File: src/rtl/dm_bridge_if.sv
// CPU-side and memory-side signal bundle for dm_bridge.
// master: the bridge itself; slave: the CPU pipeline and memory bus around it.
interface dm_bridge_if #(
  parameter int unsigned ADDR_W = 32
);
  logic              cpu_req;
  logic              cpu_we;
  logic [ADDR_W-1:0] cpu_addr;
  logic [31:0]       cpu_wdata;
  logic [2:0]        cpu_dmtype;
  logic [31:0]       cpu_rdata;
  logic              cpu_ready;
  logic              cpu_err;
  logic              cpu_stall;

  logic              mem_req;
  logic              mem_we;
  logic [ADDR_W-1:0] mem_addr;
  logic [3:0]        mem_be;
  logic [31:0]       mem_wdata;
  logic [31:0]       mem_rdata;
  logic              mem_ack;

  modport master (
    input  cpu_req, cpu_we, cpu_addr, cpu_wdata, cpu_dmtype,
    input  mem_rdata, mem_ack,
    output cpu_rdata, cpu_ready, cpu_err, cpu_stall,
    output mem_req, mem_we, mem_addr, mem_be, mem_wdata
  );

  modport slave (
    output cpu_req, cpu_we, cpu_addr, cpu_wdata, cpu_dmtype,
    output mem_rdata, mem_ack,
    input  cpu_rdata, cpu_ready, cpu_err, cpu_stall,
    input  mem_req, mem_we, mem_addr, mem_be, mem_wdata
  );
endinterface

File: src/rtl/dm_bridge.sv
// Data-memory bridge: CPU MEM-stage port to word-addressed, byte-enabled req/ack bus.
// Optional WAIT-state timeout enabled by defining DM_TIMEOUT_EN.
module dm_bridge #(
  parameter int unsigned ADDR_W         = 32,
  parameter int unsigned TIMEOUT_CYCLES = 16
) (
  input logic         clk,
  input logic         rst,
  dm_bridge_if.master bus
);

  typedef enum logic [1:0] {S_IDLE, S_WAIT, S_DONE} state_e;
  typedef enum logic [1:0] {SZ_WORD, SZ_HALF, SZ_BYTE} size_e;

  if (TIMEOUT_CYCLES == 0) begin : g_bad_timeout
    $error("dm_bridge: TIMEOUT_CYCLES must be nonzero");
  end

  state_e            state_q, state_d;
  size_e             size_q, size_d;
  logic              sext_q, sext_d;
  logic [1:0]        lane_q, lane_d;
  logic              mem_req_q, mem_req_d;
  logic              mem_we_q, mem_we_d;
  logic [ADDR_W-1:0] mem_addr_q, mem_addr_d;
  logic [3:0]        mem_be_q, mem_be_d;
  logic [31:0]       mem_wdata_q, mem_wdata_d;
  logic              cpu_ready_q, cpu_ready_d;
  logic              cpu_err_q, cpu_err_d;
  logic [31:0]       cpu_rdata_q, cpu_rdata_d;

`ifdef DM_TIMEOUT_EN
  localparam int unsigned      CNT_W    = $clog2(TIMEOUT_CYCLES + 1);
  localparam logic [CNT_W-1:0] CNT_LAST = CNT_W'(TIMEOUT_CYCLES - 1);
  logic [CNT_W-1:0] cnt_q, cnt_d;
`endif

  size_e       size_in;
  logic        sext_in;
  logic [1:0]  lane_in;
  logic        misaligned;
  logic [7:0]  ld_byte;
  logic [15:0] ld_half;
  logic [31:0] load_val;

  // Request decode; reserved dmtype codes fall through to word.
  always_comb begin
    lane_in = bus.cpu_addr[1:0];
    size_in = SZ_WORD;
    sext_in = 1'b0;
    case (bus.cpu_dmtype)
      3'b001:  begin size_in = SZ_HALF; sext_in = 1'b1; end
      3'b010:  size_in = SZ_HALF;
      3'b011:  begin size_in = SZ_BYTE; sext_in = 1'b1; end
      3'b100:  size_in = SZ_BYTE;
      default: size_in = SZ_WORD;
    endcase
    misaligned = ((size_in == SZ_WORD) && (lane_in != 2'b00)) ||
                 ((size_in == SZ_HALF) && lane_in[0]);
  end

  always_comb begin
    ld_byte = 8'(bus.mem_rdata >> {lane_q, 3'b000});
    ld_half = 16'(bus.mem_rdata >> {lane_q[1], 4'b0000});
    case (size_q)
      SZ_BYTE: load_val = {{24{sext_q & ld_byte[7]}}, ld_byte};
      SZ_HALF: load_val = {{16{sext_q & ld_half[15]}}, ld_half};
      default: load_val = bus.mem_rdata;
    endcase
  end

  always_comb begin
    state_d     = state_q;
    size_d      = size_q;
    sext_d      = sext_q;
    lane_d      = lane_q;
    mem_req_d   = mem_req_q;
    mem_we_d    = mem_we_q;
    mem_addr_d  = mem_addr_q;
    mem_be_d    = mem_be_q;
    mem_wdata_d = mem_wdata_q;
    cpu_ready_d = 1'b0;
    cpu_err_d   = cpu_err_q;
    cpu_rdata_d = cpu_rdata_q;
`ifdef DM_TIMEOUT_EN
    cnt_d       = cnt_q;
`endif
    case (state_q)
      S_IDLE: begin
        if (bus.cpu_req) begin
          size_d = size_in;
          sext_d = sext_in;
          lane_d = lane_in;
          if (misaligned) begin
            state_d     = S_DONE;
            cpu_ready_d = 1'b1;
            cpu_err_d   = 1'b1;
            cpu_rdata_d = '0;
          end else begin
            state_d    = S_WAIT;
            mem_req_d  = 1'b1;
            mem_we_d   = bus.cpu_we;
            mem_addr_d = {bus.cpu_addr[ADDR_W-1:2], 2'b00};
            mem_be_d   = 4'b1111;
            mem_wdata_d = bus.cpu_wdata;
            if (bus.cpu_we) begin
              case (size_in)
                SZ_BYTE: begin
                  mem_be_d    = 4'b0001 << lane_in;
                  mem_wdata_d = {4{bus.cpu_wdata[7:0]}};
                end
                SZ_HALF: begin
                  mem_be_d    = lane_in[1] ? 4'b1100 : 4'b0011;
                  mem_wdata_d = {2{bus.cpu_wdata[15:0]}};
                end
                default: ;
              endcase
            end
`ifdef DM_TIMEOUT_EN
            cnt_d = '0;
`endif
          end
        end
      end
      S_WAIT: begin
        if (bus.mem_ack) begin
          state_d     = S_DONE;
          mem_req_d   = 1'b0;
          cpu_ready_d = 1'b1;
          cpu_err_d   = 1'b0;
          cpu_rdata_d = mem_we_q ? '0 : load_val;
        end
`ifdef DM_TIMEOUT_EN
        // Ack on the limit cycle takes the branch above, so it wins.
        else if (cnt_q == CNT_LAST) begin
          state_d     = S_DONE;
          mem_req_d   = 1'b0;
          cpu_ready_d = 1'b1;
          cpu_err_d   = 1'b1;
          cpu_rdata_d = '0;
        end else begin
          cnt_d = cnt_q + 1'b1;
        end
`else
        // Without a timeout the bus is trusted to acknowledge eventually.
`endif
      end
      S_DONE:  state_d = S_IDLE;
      default: state_d = S_IDLE;
    endcase
  end

  always_ff @(posedge clk) begin
    if (!rst) begin
      state_q     <= S_IDLE;
      size_q      <= SZ_WORD;
      sext_q      <= 1'b0;
      lane_q      <= '0;
      mem_req_q   <= 1'b0;
      mem_we_q    <= 1'b0;
      mem_addr_q  <= '0;
      mem_be_q    <= '0;
      mem_wdata_q <= '0;
      cpu_ready_q <= 1'b0;
      cpu_err_q   <= 1'b0;
      cpu_rdata_q <= '0;
`ifdef DM_TIMEOUT_EN
      cnt_q       <= '0;
`endif
    end else begin
      state_q     <= state_d;
      size_q      <= size_d;
      sext_q      <= sext_d;
      lane_q      <= lane_d;
      mem_req_q   <= mem_req_d;
      mem_we_q    <= mem_we_d;
      mem_addr_q  <= mem_addr_d;
      mem_be_q    <= mem_be_d;
      mem_wdata_q <= mem_wdata_d;
      cpu_ready_q <= cpu_ready_d;
      cpu_err_q   <= cpu_err_d;
      cpu_rdata_q <= cpu_rdata_d;
`ifdef DM_TIMEOUT_EN
      cnt_q       <= cnt_d;
`endif
    end
  end

  assign bus.mem_req   = mem_req_q;
  assign bus.mem_we    = mem_we_q;
  assign bus.mem_addr  = mem_addr_q;
  assign bus.mem_be    = mem_be_q;
  assign bus.mem_wdata = mem_wdata_q;
  assign bus.cpu_ready = cpu_ready_q;
  assign bus.cpu_err   = cpu_err_q;
  assign bus.cpu_rdata = cpu_rdata_q;
  assign bus.cpu_stall = bus.cpu_req & ~cpu_ready_q;

endmodule

File: src/flat_wrapper.sv
// flat-port wrapper written by rule: the top's interface ports become plain ports
module dm_bridge_flat 
#(
  parameter int unsigned ADDR_W         = 32,
  parameter int unsigned TIMEOUT_CYCLES = 16
)
  (clk, rst, bus_cpu_req, bus_cpu_we, bus_cpu_addr, bus_cpu_wdata, bus_cpu_dmtype, bus_mem_rdata, bus_mem_ack, bus_cpu_rdata, bus_cpu_ready, bus_cpu_err, bus_cpu_stall, bus_mem_req, bus_mem_we, bus_mem_addr, bus_mem_be, bus_mem_wdata);
  dm_bridge_if #(.ADDR_W(ADDR_W)) bus_i ();
  input logic clk;
  input logic rst;
  input wire logic [$bits(bus_i.cpu_req)-1:0] bus_cpu_req;
  input wire logic [$bits(bus_i.cpu_we)-1:0] bus_cpu_we;
  input wire logic [$bits(bus_i.cpu_addr)-1:0] bus_cpu_addr;
  input wire logic [$bits(bus_i.cpu_wdata)-1:0] bus_cpu_wdata;
  input wire logic [$bits(bus_i.cpu_dmtype)-1:0] bus_cpu_dmtype;
  input wire logic [$bits(bus_i.mem_rdata)-1:0] bus_mem_rdata;
  input wire logic [$bits(bus_i.mem_ack)-1:0] bus_mem_ack;
  output wire logic [$bits(bus_i.cpu_rdata)-1:0] bus_cpu_rdata;
  output wire logic [$bits(bus_i.cpu_ready)-1:0] bus_cpu_ready;
  output wire logic [$bits(bus_i.cpu_err)-1:0] bus_cpu_err;
  output wire logic [$bits(bus_i.cpu_stall)-1:0] bus_cpu_stall;
  output wire logic [$bits(bus_i.mem_req)-1:0] bus_mem_req;
  output wire logic [$bits(bus_i.mem_we)-1:0] bus_mem_we;
  output wire logic [$bits(bus_i.mem_addr)-1:0] bus_mem_addr;
  output wire logic [$bits(bus_i.mem_be)-1:0] bus_mem_be;
  output wire logic [$bits(bus_i.mem_wdata)-1:0] bus_mem_wdata;
  assign bus_i.cpu_req = bus_cpu_req;
  assign bus_i.cpu_we = bus_cpu_we;
  assign bus_i.cpu_addr = bus_cpu_addr;
  assign bus_i.cpu_wdata = bus_cpu_wdata;
  assign bus_i.cpu_dmtype = bus_cpu_dmtype;
  assign bus_i.mem_rdata = bus_mem_rdata;
  assign bus_i.mem_ack = bus_mem_ack;
  assign bus_cpu_rdata = bus_i.cpu_rdata;
  assign bus_cpu_ready = bus_i.cpu_ready;
  assign bus_cpu_err = bus_i.cpu_err;
  assign bus_cpu_stall = bus_i.cpu_stall;
  assign bus_mem_req = bus_i.mem_req;
  assign bus_mem_we = bus_i.mem_we;
  assign bus_mem_addr = bus_i.mem_addr;
  assign bus_mem_be = bus_i.mem_be;
  assign bus_mem_wdata = bus_i.mem_wdata;
  dm_bridge #(.ADDR_W(ADDR_W), .TIMEOUT_CYCLES(TIMEOUT_CYCLES)) u_core (.clk(clk), .rst(rst), .bus(bus_i));
endmodule
File: config.mk
export PLATFORM = sky130hd
export DESIGN_NAME = dm_bridge_flat
export DESIGN_NICKNAME = d
export VERILOG_FILES = /design/src/rtl/dm_bridge_if.sv /design/src/rtl/dm_bridge.sv /design/src/flat_wrapper.sv
export SDC_FILE = /design/constraint.sdc
export NUM_CORES = 1
export LEC_CHECK = 0
export CAP_MARGIN = 20
export CELL_PAD_IN_SITES_DETAIL_PLACEMENT = 1
export CELL_PAD_IN_SITES_GLOBAL_PLACEMENT = 2
export CORE_ASPECT_RATIO = 0.6
export CORE_UTILIZATION = 21
export CTS_BUF_LIST = sky130_fd_sc_hd__clkbuf_16
export DETAILED_ROUTE_END_ITERATION = 7
export PLACE_DENSITY = 0.75
export SYNTH_ARGS = -nofsm -noshare
export SYNTH_HDL_FRONTEND = slang
export SYNTH_SLANG_ARGS = --single-unit
File: constraint.sdc
create_clock -name clk -period 2.6 [get_ports clk]
set_clock_uncertainty 0.2 [all_clocks]
set_input_delay 0.52 -clock clk [delete_from_list [all_inputs] [get_ports clk]]
set_output_delay 0.52 -clock clk [all_outputs]
set_load 0.1 [all_outputs]
==> results by stage, run 1 <==
Logic synthesis:
- The area share of the largest cell type after synthesis is 45.9%.
- The largest area contributor in the synthesized netlist is sky130_fd_sc_hd__dfxtp_1.
- By area, the combinational part of the netlist is dominated by compound AO/OA/AOI/OAI gates.
- Of the total synthesized cell area, the portion taken by XOR and XNOR cells is 0.184%.
- Yosys printed 0 warnings.
- In the synthesized netlist the async set-or-reset flop fraction comes to 0%.
- The number of enable-type register cells in the synthesized netlist is 0.
- The multiplexer area fraction after synthesis is 2.82%.
- The cell area after technology mapping is 4750 µm².
- The synthesized netlist devotes 29.8% of its cell area to compound gates.
- Synthesis produced a netlist whose cell count is 521.
- The post-synthesis share of cell area spent on full adders, half adders and majority gates is 1.32%.
- In the post-synthesis netlist, the biggest area contributors are sky130_fd_sc_hd__dfxtp_1 46%, sky130_fd_sc_hd__a21boi_0 9.3%, sky130_fd_sc_hd__nand2_1 8.9%.
- The number of different library cells used by synthesis comes to 43.
- The synthesized netlist devotes 14.6% of its cell area to simple gates.
- For this run, the leading register cell type out of synthesis is sky130_fd_sc_hd__dfxtp_1.
- The sequential fraction of the synthesis area is 45.9%.
- The post-synthesis average cell area is 9.12 µm².
- The synthesized flop and latch total is 109.

Power:
- The switching fraction of total power is 37.5%.
- The total power is 5010 µW.
- The portion of total power attributed to sequential cells is 36.7%.
- The net load switching power is 1880 µW.
- The cell internal power dissipation is 3140 µW.
- The combinational group share of total power is 32.3%.
- Summed over all cells, the static leakage comes to 0.00307 µW.
- The share of total power in the clock network is 31.0%.
- IR analysis of the VDD net gives a maximum drop of 0.000322 V.
- The power density relative to cell area is 664 nW/µm².

Clock tree:
- TritonCTS built the clock tree.
- The number of buffers created by CTS is 9.
- In this run the deepest clock path goes through 2 buffers.
- The H-tree was split into 3 levels.
- The clock transition at the registers of the reported paths is 90 ps.
- The root cell of the clock tree is sky130_fd_sc_hd__clkbuf_16.
- The post-cts hold buffer count is 0.
- The insertion delay to the later sink of the worst-skew pair is 370 ps.
- The number of sinks handled by clock tree synthesis is 109.

Setup path:
- The buffering stage count on the worst path with inverters included is 3.
- The required time reported for the critical path endpoint is 2670 ps.
- The type of destination of the critical path is a register.
- The critical path's top delay family is compound AO/OA/AOI/OAI gates.
- The cell with the biggest individual delay on the critical path is sky130_fd_sc_hd__o41a_1.
- The worst setup path is launched from an input pin.
- The signal on the critical path passes through clkbuf_2, xnor2_2, nor2_2, ha_2, a21oi_1, buf_4, o41a_1, o21a_2, clkbuf_16, a221o_2.
- The endpoint arrival time on the critical path is 2580 ps.
- The kind of critical path is in2reg.
- The largest stage delay on the critical path is 410 ps.
- The critical-path maximum fanout is 9.

Cells and area:
- The utilization after layout is 34.1%.
- The number of standard cells in the final layout excluding fillers is 1054.
- The post-route cell area is 7550 µm².
- 0 antenna diodes ended up in the layout.
- The count of nets after finishing is 850.
- In the final layout, the share of cells above drive strength 1 is 27.3%.
- In the layout the commonest cells are 139 x sky130_fd_sc_hd__buf_4, 113 x sky130_fd_sc_hd__nand2_1, 109 x sky130_fd_sc_hd__dfxtp_1, 99 x sky130_fd_sc_hd__clkdlybuf4s50_1, 59 x sky130_fd_sc_hd__a21boi_0.
- Compared with the post-synthesis result, the final layout area differs by 58.8%.
- The library cell used most frequently in the layout, excluding fill and tap cells, is sky130_fd_sc_hd__buf_4.
- The count of fill cells added during filler insertion is 2552.

Routing:
- The iteration-0 DRC count of the detailed router is 281.
- The average wire length per cell after detail routing is 17.5 µm.
- For this run, design rule violations remaining after detail routing come to 0.
- The iteration count of the initial detailed-routing pass is 4.
- Once detail routing completed, the nets flagged for antenna violations numbered 0.
- Using the TritonRoute via totals, the vias-per-cell ratio works out to 4.52.
- The via count of the routed design is 4764.
- Summed over all layers, the routed wires come to 18.4 mm.

Global routing:
- The aggregate global-route resource usage is 16.1%.
- The first global-routing pass estimated 28.5 mm of wire.
- The via count of the first global-routing pass is 4855.
- Entering global routing, the biggest net connects 60 pins.
- Summed over all layers, the global routing overflow is 0.
- The initial antenna violation count was 0.

STA:
- The final clock period utilization by the worst path is 96.9%.
- Setup violations remaining at the end of the flow were counted as 0.
- The number of endpoints with negative hold slack in the final report was 0.
- The max-slew violation total from the final report is 0.
- The post-layout minimum cycle time is 2520 ps.
- Static timing analysis puts the maximum clock frequency at 397 MHz.
- The slew of the pin with the lowest slew margin is 575 ps.
- The worst slew margin relative to its limit is 61.7%.

Placed design:
- Once placement completed, the tool counted placed cells totaling 1035.
- The last weighted congestion value of the routability-driven placer is 0.823.
- Port buffering added 206 buffers.
- The detailed-placement wirelength estimate is 14.2 mm.
- Once placement finished, the instance area stood at 7180 µm².

Floorplan:
- The die span in y is 119 µm.
- The effective utilization at floorplan is 21.5%.
- The number of ports placed on the die boundary is 209.
- The overall die width is 196 µm.
- The die covers 23300 µm².
- The count of standard-cell rows is 42.
- The area of the core region is 22100 µm².

Run status:
- The run finished with clean final reports.

Min path:
- The type of the most critical hold path is reg2reg.

Job:
- The count of max-cap constraint violations is 0.
power groups by stage:
stage               Combinational (µW)  Clock, µW  Sequential, µW
floorplan                          369          0            2560
global placement                  1590          0            1870
detailed placement                1610          0            1880
CTS                               1620       1610            1840
global route                      1700       1690            1850
finish                            1620       1550            1840
tightest hold or removal path: stages (launching register included):
cell and delay, ps:
sky130_fd_sc_hd__dfxtp_1 320, sky130_fd_sc_hd__nand2_1 50, sky130_fd_sc_hd__a21boi_0 60
cell families (layout without fill, tap and decap cells):
| family | after synthesis | after routing |
|---|---|---|
| adder cells (fa/ha/maj) | 5 | 5 |
| AND/OR/NAND/NOR | 161 | 161 |
| flip-flops | 109 | 109 |
| XOR/XNOR | 1 | 1 |
| buffers and inverters | 59 | 283 |
| multiplexers | 11 | 11 |
| AO/OA/AOI/OAI | 174 | 174 |
| other | 1 | 2 |
synthesized netlist by cell type (4+ instances only):
cell type and instances:
sky130_fd_sc_hd__a21boi_0 59, sky130_fd_sc_hd__a221o_2 16, sky130_fd_sc_hd__clkbuf_1 32, sky130_fd_sc_hd__o22ai_1 8, sky130_fd_sc_hd__o211a_1 4, sky130_fd_sc_hd__ha_1 5
sky130_fd_sc_hd__dfxtp_1 109, sky130_fd_sc_hd__nor2_1 17, sky130_fd_sc_hd__a221oi_1 16, sky130_fd_sc_hd__a221o_1 8, sky130_fd_sc_hd__buf_2 6, sky130_fd_sc_hd__a2bb2oi_1 7
sky130_fd_sc_hd__o211ai_1 17, sky130_fd_sc_hd__nor3b_1 10, sky130_fd_sc_hd__nand2_1 113, sky130_fd_sc_hd__o2bb2ai_1 7, sky130_fd_sc_hd__nand2b_1 5, sky130_fd_sc_hd__o21ai_0 11
sky130_fd_sc_hd__inv_1 16, sky130_fd_sc_hd__a21o_1 8, sky130_fd_sc_hd__mux2_2 9, sky130_fd_sc_hd__nor2b_1 6
layer usage:
layer | part of all wire, % | wire length, µm | up-vias | global-route usage (%)
li1 | - | - | 2303 | -
met1 | 49 | 8970 | 2319 | 22.6
met2 | 43 | 7940 | 127 | 23.7
met3 | 7.2 | 1330 | 15 | 5.25
met4 | 1.0 | 187 | 0 | 3.81
met5 | 0 | 0 | - | 0
worst paths after layout:
check / from / slack (ps) / cells after the start / endpoint
setup / recovery: bus_cpu_dmtype[0] / 80 / 10 / u_core.bus.cpu_rdata[18]
hold / removal: u_core.bus.mem_wdata[25] / 270 / 2 / u_core.bus.mem_wdata[25]
setup reg to reg: u_core.size_q[0] / 350 / 7 / u_core.bus.cpu_rdata[17]
hold reg to reg: u_core.bus.mem_wdata[25] / 270 / 2 / u_core.bus.mem_wdata[25]
per-stage QoR:
| step | hold slack [ps] | worst slack (ps) | TNS [ps] |
|---|---|---|---|
| after global placement | 248 | -575 | -36970 |
| after detailed placement | 246 | -617 | -42470 |
| final | 267 | 81.8 | 0 |
| after CTS | 267 | 35.9 | 0 |
| after floorplan | 267 | 45.6 | 0 |
| after global routing | 280 | -5.06 | -16.5 |
cell type report:
| type | count | area, µm² | area share (%) |
|---|---|---|---|
| clock buffers | 9 | 225 | 2.98 |
| flip-flops and latches | 109 | 2180 | 28.9 |
| clock inverters | 7 | 105 | 1.39 |
| repair buffers | 251 | 2240 | 29.7 |
| well taps | 308 | 385 | 5.10 |
| multi-input cells | 354 | 2350 | 31.2 |
| inverters | 16 | 60.1 | 0.795 |
flip-flops by register name, summed over array words and instances (netlist names), 2 cells and up:
register	cells
u_core.bus.cpu_rdata	32
u_core.size_q	2
u_core.state_q	2
u_core.bus.mem_wdata	32
u_core.bus.mem_be	4
u_core.bus.mem_addr	30
u_core.lane_q	2
what timing repair did:
action / CTS / global route
setup buffers: 0 / 2
pin swaps: 1 / 4
resized for setup: 5 / 8
endpoints found under the setup margin: 43 / 32
cloned: 0 / 1
Note: power is estimated with default switching activity, not from simulation.
==> run 2: changes to the inputs <==
--- a/config.mk
+++ b/config.mk
@@ -13,6 +13,7 @@
 export CTS_BUF_LIST = sky130_fd_sc_hd__clkbuf_16
 export DETAILED_ROUTE_END_ITERATION = 7
 export PLACE_DENSITY = 0.75
+export REMOVE_ABC_BUFFERS = 1
 export SYNTH_ARGS = -nofsm -noshare
 export SYNTH_HDL_FRONTEND = slang
 export SYNTH_SLANG_ARGS = --single-unit
==> run 2 against run 1 <==
Effect of this change: sequential share of layout area down 0.13 points; largest power group unchanged; non-clock buffer count rose by 8; register-to-register slack improved by 30 ps; via count rose by 2.7%; highest routed layer unchanged; global-route usage is 0.22 points higher; first-iteration DRC count is 5.0% lower; die area unchanged.
==> results by stage, run 2 (same netlist as run 1, synthesis figures left out) <==
Run status:
- The flow ran to the end, and the final reports show no timing, DRC or antenna violations.

Cells and area:
- The most frequent standard cell in the layout excluding fill and tap cells is sky130_fd_sc_hd__buf_4.
- The share of post-route cells with drive strength above 1 came to 28.5% (+1.1 points).
- Leaving out fill and tap cells, the most frequent cells in the layout are 149 x sky130_fd_sc_hd__buf_4, 113 x sky130_fd_sc_hd__nand2_1, 109 x sky130_fd_sc_hd__dfxtp_1, 99 x sky130_fd_sc_hd__clkdlybuf4s50_1, 59 x sky130_fd_sc_hd__a21boi_0.
- From synthesis to final layout, the design area changed by 59.6%.
- The count of nets after finishing came to 859 (+1.1%).
- The utilization after layout was 34.3% (+0.16 points).
- The number of standard cells in the final layout excluding fillers is 1064 (+0.95%).

Power:
- The power density relative to cell area is 650 nW/µm² (-2.1%).
- The highest ir drop seen on vdd is 0.000322 V (about the same).
- The leakage component of the power came to 0.00310 µW (+0.78%).

Routing:
- The via count of the routed design is 4895 (+2.7%).
- The total length of routed wires is 19.3 mm (+4.7%).
- The iteration-0 DRC count of the detailed router came to 267 (-5.0%).
- The antenna violation net count after detailed routing is 0 (unchanged).
- The remaining routing DRC violations is 0 (unchanged).
- The iteration count of the initial detailed-routing pass is 4 (unchanged).
- The average wire length per cell after detail routing came to 18.1 µm (+3.7%).
- The detailed-route vias per instance is 4.60 (+1.8%).

Floorplan:
- The count of standard-cell rows is 42 (unchanged).
- The die span in y came to 119 µm (unchanged).
- The overall die width is 196 µm (unchanged).
- The number of ports placed on the die boundary is 209 (unchanged).
- The die area is 23300 µm² (unchanged).
- The effective utilization at floorplan is 21.5% (unchanged).
- The area of the core region was 22100 µm² (unchanged).

STA:
- The peak clock frequency supported by timing is 387 MHz (-2.5%).
- The number of endpoints with negative hold slack in the final report is 0 (unchanged).
- The max-slew violation total from the final report is 0 (unchanged).
- The total negative setup slack is 0 ps (unchanged).
- The worst slew margin relative to its limit is 61.1% (-0.61 points).
- The final clock period utilization by the worst path is 99.4% (+2.5 points).
- The post-layout minimum cycle time is 2580 ps (+65.8 ps).
- The slew of the pin with the lowest slew margin came to 584 ps (+9.11 ps).
- The number of failing setup endpoints in the final timing report is 0 (unchanged).

Setup path:
- The startpoint kind of the worst setup timing path is an input pin.
- The largest stage delay on the critical path is 460 ps (+50 ps).
- The worst setup path is captured at a register.
- The worst setup path is of the in2reg kind.
- The critical-path maximum fanout is 5 (-4).
- The endpoint arrival time on the critical path is 2630 ps (+50 ps).
- The slack of the worst reg-to-reg path is 380 ps (+30 ps).
- The critical path goes through buf_2, xnor2_2, nor2_2, ha_2, a21oi_4, o41a_1, o21a_4, clkbuf_16, a221o_2.
- The required time reported for the critical path endpoint was 2650 ps (-20 ps).
- The cell with the biggest individual delay on the critical path is sky130_fd_sc_hd__o41a_1.

Clock tree:
- The number of buffers created by CTS came to 9 (unchanged).
- TritonCTS built the clock tree.
- The post-cts hold buffer count is 0 (unchanged).
- The tree is rooted in a sky130_fd_sc_hd__clkbuf_16.
- The number of sinks handled by clock tree synthesis was 109 (unchanged).
- The number of H-tree levels was 3 (unchanged).
- The largest buffer count on any clock path is 2 (unchanged).
- The insertion delay to the later sink of the worst-skew pair is 360 ps (about the same).
- The clock transition at the registers of the reported paths is 70 ps (-20 ps).

Job:
- The count of max-cap constraint violations is 0 (unchanged).

Min path:
- The type of the most critical hold path is reg2reg.

Global routing:
- The total congestion overflow after global routing was 0 (unchanged).
- The wire length of the first global-routing pass was 29.2 mm (+2.5%).
- The via count of the first global-routing pass is 5167 (+6.4%).
- The initial antenna violation count is 1 (+1).
- The aggregate global-route resource usage is 16.4% (+0.22 points).
- The largest net degree at the start of global routing is 63 (+5.0%).

Placed design:
- The detailed-placement wirelength estimate was 14.0 mm (-1.1%).
- The last weighted congestion value of the routability-driven placer is 0.818 (-0.70%).
- The total of buffers placed on input and output ports is 206 (unchanged).
- The total placed cells including tap cells is 1043 (+0.77%).
-- run 2: changes by cell type in the layout (fill, tap and decap cells not counted), sizes merged --
cell      previous run  this run
inv                 19        17
buf                148       156
clkinv               1         5
bufinv               2         1
diode                0         1
o21ai               12        13
clkinvlp             1         0
-- run 2: worst max-delay path, delay by kind of cell --
| kind | cells | cell delay [ps] |
|---|---|---|
| xor+xnor | 1 | 140 |
| compound gates | 4 | 1230 |
| buf+inv | 2 | 320 |
| simple gates | 1 | 180 |
| fa+ha+maj | 1 | 240 |
-- run 2: worst paths after layout --
kind	cells after the start	from	end
hold / removal	1	u_core.bus.cpu_rdata[12]	u_core.bus.cpu_rdata[12]
hold reg to reg	1	u_core.bus.cpu_rdata[12]	u_core.bus.cpu_rdata[12]
setup / recovery	9	bus_cpu_dmtype[0]	u_core.bus.cpu_rdata[17]
setup reg to reg	6	u_core.size_q[0]	u_core.bus.cpu_rdata[27]
-- run 2: power by group --
part	internal, µW	switching, µW
Clock	754	686
Sequential	1770	64.5
Combinational	510	1140
Total	3040	1890
-- run 2: layout make-up --
type,instances,area [µm²]
fill,2555,14500
multi-input combinational,355,2380
timing repair buffer,259,2270
sequential,109,2180
tap,308,385
clock buffer,9,225
clock inverter,7,77.6
inverter,16,60.1
antenna,1,2.50
-- run 2: what timing repair did --
action	CTS	global route
setup buffers	0	1
hold endpoints to repair	0	0
gates resized for setup	4	15
pin swaps	2	6
cloned	1	3
setup endpoints to repair	100	53
-- run 2: routing by layer --
layer / track usage [%] / wire, µm / vias up
li1: - / - / 2327
met1: 22.2 / 9510 / 2422
met2: 25.2 / 8400 / 125
met3: 4.31 / 1000 / 21
met4: 4.93 / 378 / 0
met5: 0 / 0 / -
-- run 2: through the flow --
| stage | hold slack (ps) | setup WS (ps) | power, µW | instance area [µm²] |
|---|---|---|---|---|
| 6_report | 268 | 16.0 | 4930 | 7580 |
| 5_1_grt | 293 | -25.2 | 5150 | 7580 |
| 4_1_cts | 270 | -9.84 | 4960 | 7510 |
| 3_5_place_dp | 249 | -668 | 3490 | 7200 |
| 3_3_place_gp | 249 | -601 | 3470 | 7200 |
| 2_1_floorplan | 267 | -1450 | 2890 | 4570 |
==> run 3: changes to the inputs <==
--- a/config.mk
+++ b/config.mk
@@ -5,14 +5,15 @@
 export SDC_FILE = /design/constraint.sdc
 export NUM_CORES = 1
 export LEC_CHECK = 0
+export ABC_AREA = 1
 export CAP_MARGIN = 20
 export CELL_PAD_IN_SITES_DETAIL_PLACEMENT = 1
 export CELL_PAD_IN_SITES_GLOBAL_PLACEMENT = 2
 export CORE_ASPECT_RATIO = 0.6
-export CORE_UTILIZATION = 21
+export CORE_UTILIZATION = 20
 export CTS_BUF_LIST = sky130_fd_sc_hd__clkbuf_16
 export DETAILED_ROUTE_END_ITERATION = 7
-export PLACE_DENSITY = 0.75
+export PLACE_DENSITY = 0.76
 export REMOVE_ABC_BUFFERS = 1
 export SYNTH_ARGS = -nofsm -noshare
 export SYNTH_HDL_FRONTEND = slang
==> run 3 against run 2 <==
Effect of this change: highest routed layer unchanged; maximum frequency grew 7.1%; hold slack is essentially flat; register-to-register slack gained 270 ps.
==> results by stage, run 3 <==
Logic synthesis:
- The sequential fraction of the synthesis area is 42.6% (-3.3 points).
- Yosys attributes the largest share of cell area to sky130_fd_sc_hd__dfxtp_1 43%, sky130_fd_sc_hd__nand2_1 17%, sky130_fd_sc_hd__a21oi_1 9.6%.
- The number of enable-type register cells in the synthesized netlist came to 0 (unchanged).
- The post-synthesis average cell area is 6.80 µm² (-25%).
- The most used flip-flop cell after synthesis is sky130_fd_sc_hd__dfxtp_1.
- The area share of the largest cell type after synthesis is 42.6% (-3.3 points).
- sky130_fd_sc_hd__dfxtp_1 takes more of the synthesized area than any other cell.
- In the post-synthesis netlist, the cell with the most instances is sky130_fd_sc_hd__nand2_1.
- The synthesis warning total is 0 (unchanged).
- The synthesized flop and latch total is 109 (unchanged).
- The synthesized instance count came to 753 (+45%).
- The async set-reset flop share out of synthesis is 0% (unchanged).
- Ranked by instance count, the synthesized netlist is headed by 235 x sky130_fd_sc_hd__nand2_1, 109 x sky130_fd_sc_hd__dfxtp_1, 98 x sky130_fd_sc_hd__a21oi_1.
- The count of different cell masters after synthesis came to 30 (-30%).
- The cell area after technology mapping is 5120 µm² (+7.7%).

STA:
- The number of failing setup endpoints in the final timing report was 0 (unchanged).
- The peak clock frequency supported by timing is 414 MHz (+7.1%).
- The slew of the pin with the lowest slew margin came to 613 ps (+29.2 ps).
- The final clock period utilization by the worst path was 92.8% (-6.6 points).
- The max-slew violation total from the final report is 0 (unchanged).
- The number of endpoints with negative hold slack in the final report is 0 (unchanged).
- The post-layout minimum cycle time is 2410 ps (-170 ps).
- The worst slew margin relative to its limit is 58.7% (-2.4 points).
- Setup repair after global routing left no endpoint under its margin.

Clock tree:
- The number of sinks handled by clock tree synthesis is 109 (unchanged).
- The count of instances resized after the clock tree is built is 0 (-4).
- The root cell of the clock tree is sky130_fd_sc_hd__clkbuf_16.
- The number of H-tree levels is 3 (unchanged).
- The insertion delay to the later sink of the worst-skew pair was 360 ps (about the same).
- The number of setup buffers added after CTS was 0 (unchanged).
- The post-cts hold buffer count was 0 (unchanged).
- The number of buffers created by CTS was 9 (unchanged).
- The TritonCTS clock tree is built.
- The largest buffer count on any clock path was 2 (unchanged).
- The clock transition at the registers of the reported paths is 70 ps (about the same).

Floorplan:
- The die span in y was 126 µm (+6.2%).
- The area of the core region is 24700 µm² (+11%).
- The count of standard-cell rows is 44 (+4.8%).
- The number of ports placed on the die boundary is 209 (unchanged).
- The overall die width is 209 µm (+6.3%).
- The effective utilization at floorplan was 20.8% (-0.73 points).
- The die area is 26300 µm² (+13%).

Routing:
- The iteration-0 DRC count of the detailed router came to 253 (-5.2%).
- The via count of the routed design is 5547 (+13%).
- The iteration count of the initial detailed-routing pass is 4 (unchanged).
- The average wire length per cell after detail routing is 16.1 µm (-11%).
- The remaining routing DRC violations was 0 (unchanged).
- The antenna violation net count after detailed routing came to 0 (unchanged).
- The detailed-route vias per instance came to 4.30 (-6.5%).
- The total length of routed wires is 20.7 mm (+7.4%).

Cells and area:
- From synthesis to final layout, the design area changed by 51.5%.
- The area used by multi-input combinational logic is 2480 µm² (+4.0%).
- The most frequent standard cell in the layout excluding fill and tap cells is sky130_fd_sc_hd__nand2_1.
- In the layout the commonest cells are 235 x sky130_fd_sc_hd__nand2_1, 130 x sky130_fd_sc_hd__buf_4, 109 x sky130_fd_sc_hd__dfxtp_1, 103 x sky130_fd_sc_hd__clkdlybuf4s50_1, 98 x sky130_fd_sc_hd__a21oi_1.
- The share of post-route cells with drive strength above 1 is 19.4% (-9.0 points).
- The number of standard cells in the final layout excluding fillers is 1290 (+21%).
- The count of fill cells added during filler insertion is 3080 (+21%).
- The post-route cell area is 7750 µm² (+2.2%).
- The sequential standard cell area came to 2180 µm² (unchanged).
- The count of nets after finishing is 1071 (+25%).

Power:
- The highest ir drop seen on vdd came to 0.000273 V (-15%).
- The total power is 5110 µW (+3.7%).
- The power density relative to cell area came to 659 nW/µm² (+1.4%).
- The leakage component of the power is 0.00330 µW (+6.6%).

Global routing:
- The wire length of the first global-routing pass is 32.0 mm (+9.4%).
- The via count of the first global-routing pass is 5640 (+9.2%).
- The total congestion overflow after global routing is 0 (unchanged).
- The initial antenna violation count is 1 (unchanged).
- The aggregate global-route resource usage is 15.7% (-0.69 points).
- The largest net degree at the start of global routing was 53 (-16%).

Setup path:
- The type of destination of the critical path is a register.
- The critical-path maximum fanout is 8 (+3).
- The critical path in this run is classified as in2reg.
- The endpoint arrival time on the critical path is 2510 ps (-120 ps).
- The required time reported for the critical path endpoint is 2700 ps (+50 ps).
- The startpoint kind of the worst setup timing path is an input pin.

Placed design:
- The standard cell area after detailed placement came to 7440 µm² (+3.3%).
- The detailed-placement wirelength estimate is 15.0 mm (+6.9%).
- The total placed cells including tap cells was 1272 (+22%).
- The last weighted congestion value of the routability-driven placer is 0.777 (-4.9%).
- The total of buffers placed on input and output ports came to 206 (unchanged).

Run status:
- The run finished with clean final reports.

Job:
- The count of max-cap constraint violations is 0 (unchanged).

Min path:
- The type of the most critical hold path is reg2reg.
==> run 3: cell types whose count changed after synthesis, moves of 12 or more <==
cell | before | now
sky130_fd_sc_hd__clkbuf_1 | 32 | 20
sky130_fd_sc_hd__a221o_2 | 16 | 0
sky130_fd_sc_hd__a21oi_1 | 3 | 98
sky130_fd_sc_hd__o211ai_1 | 17 | 0
sky130_fd_sc_hd__nand2_1 | 113 | 235
sky130_fd_sc_hd__o21ai_0 | 11 | 72
sky130_fd_sc_hd__nand2_2 | 0 | 14
sky130_fd_sc_hd__a21boi_0 | 59 | 0
sky130_fd_sc_hd__nor2_1 | 17 | 67
sky130_fd_sc_hd__inv_1 | 16 | 55
sky130_fd_sc_hd__a221oi_1 | 16 | 0
==> run 3: report_power, final <==
group          internal (µW)  total, µW  switching (µW)
registers               1790       1860            69.8
logic                    526       1920            1390
clock network            645       1340             690
total                   2960       5110            2150
==> run 3: kinds of logic after synthesis <==
logic type	synth area share [%]
adders and majority gates	1.22
and+or+nand+nor	26.7
AOI/OAI and AO/OA	20.0
buffers and inverters	9.33
DFF	42.6
other	0.0732
==> run 3: through the flow <==
step / util [%] / worst slack (ps) / hold WS, ps / TNS, ps
global route: 31.4 / 21.7 / 286 / 0
CTS: 31.3 / 82.0 / 269 / 0
finish: 31.4 / 186 / 268 / 0
floorplan: - / -718 / 262 / -46240
global placement: 30.2 / -219 / 255 / -16090
detailed placement: 30.2 / -295 / 257 / -19890
==> run 3: worst max-delay path: stages <==
cell and delay [ps]:
sky130_fd_sc_hd__clkdlybuf4s50_1 500, sky130_fd_sc_hd__nand2_1 60, sky130_fd_sc_hd__nand2_1 70, sky130_fd_sc_hd__o21ai_1 80, sky130_fd_sc_hd__buf_4 150, sky130_fd_sc_hd__ha_1 340, sky130_fd_sc_hd__nor2_4 150, sky130_fd_sc_hd__o21ai_0 90
sky130_fd_sc_hd__buf_4 180, sky130_fd_sc_hd__o21ai_0 180, sky130_fd_sc_hd__nand2_1 70, sky130_fd_sc_hd__a21oi_1 110
==> run 3: worst paths after layout <==
check | start | slack [ps] | end | cells after the start
max | bus_cpu_dmtype[0] | 190 | u_core.bus.mem_wdata[22] | 12
min | u_core.bus.cpu_rdata[16] | 270 | u_core.bus.cpu_rdata[16] | 2
max reg2reg | u_core.size_q[0] | 650 | u_core.bus.cpu_rdata[20] | 10
min reg2reg | u_core.bus.cpu_rdata[16] | 270 | u_core.bus.cpu_rdata[16] | 2
==> run 3: area by class of cell <==
cell class | count | area share, %
Clock buffer | 9 | 2.90
Inverter | 60 | 2.97
Multi-Input combinational cell | 540 | 31.9
Clock inverter | 7 | 0.565
Antenna cell | 1 | 0.0323
Timing Repair Buffer | 242 | 28.3
Tap cell | 322 | 5.20
Sequential cell | 109 | 28.1
==> run 3: per-layer routing <==
layer  GRT usage [%]  share of wire [%]
met4            2.85               0.68
met3            5.56                6.4
met1            22.5                 53
met2            22.4                 40
met5               0                  0
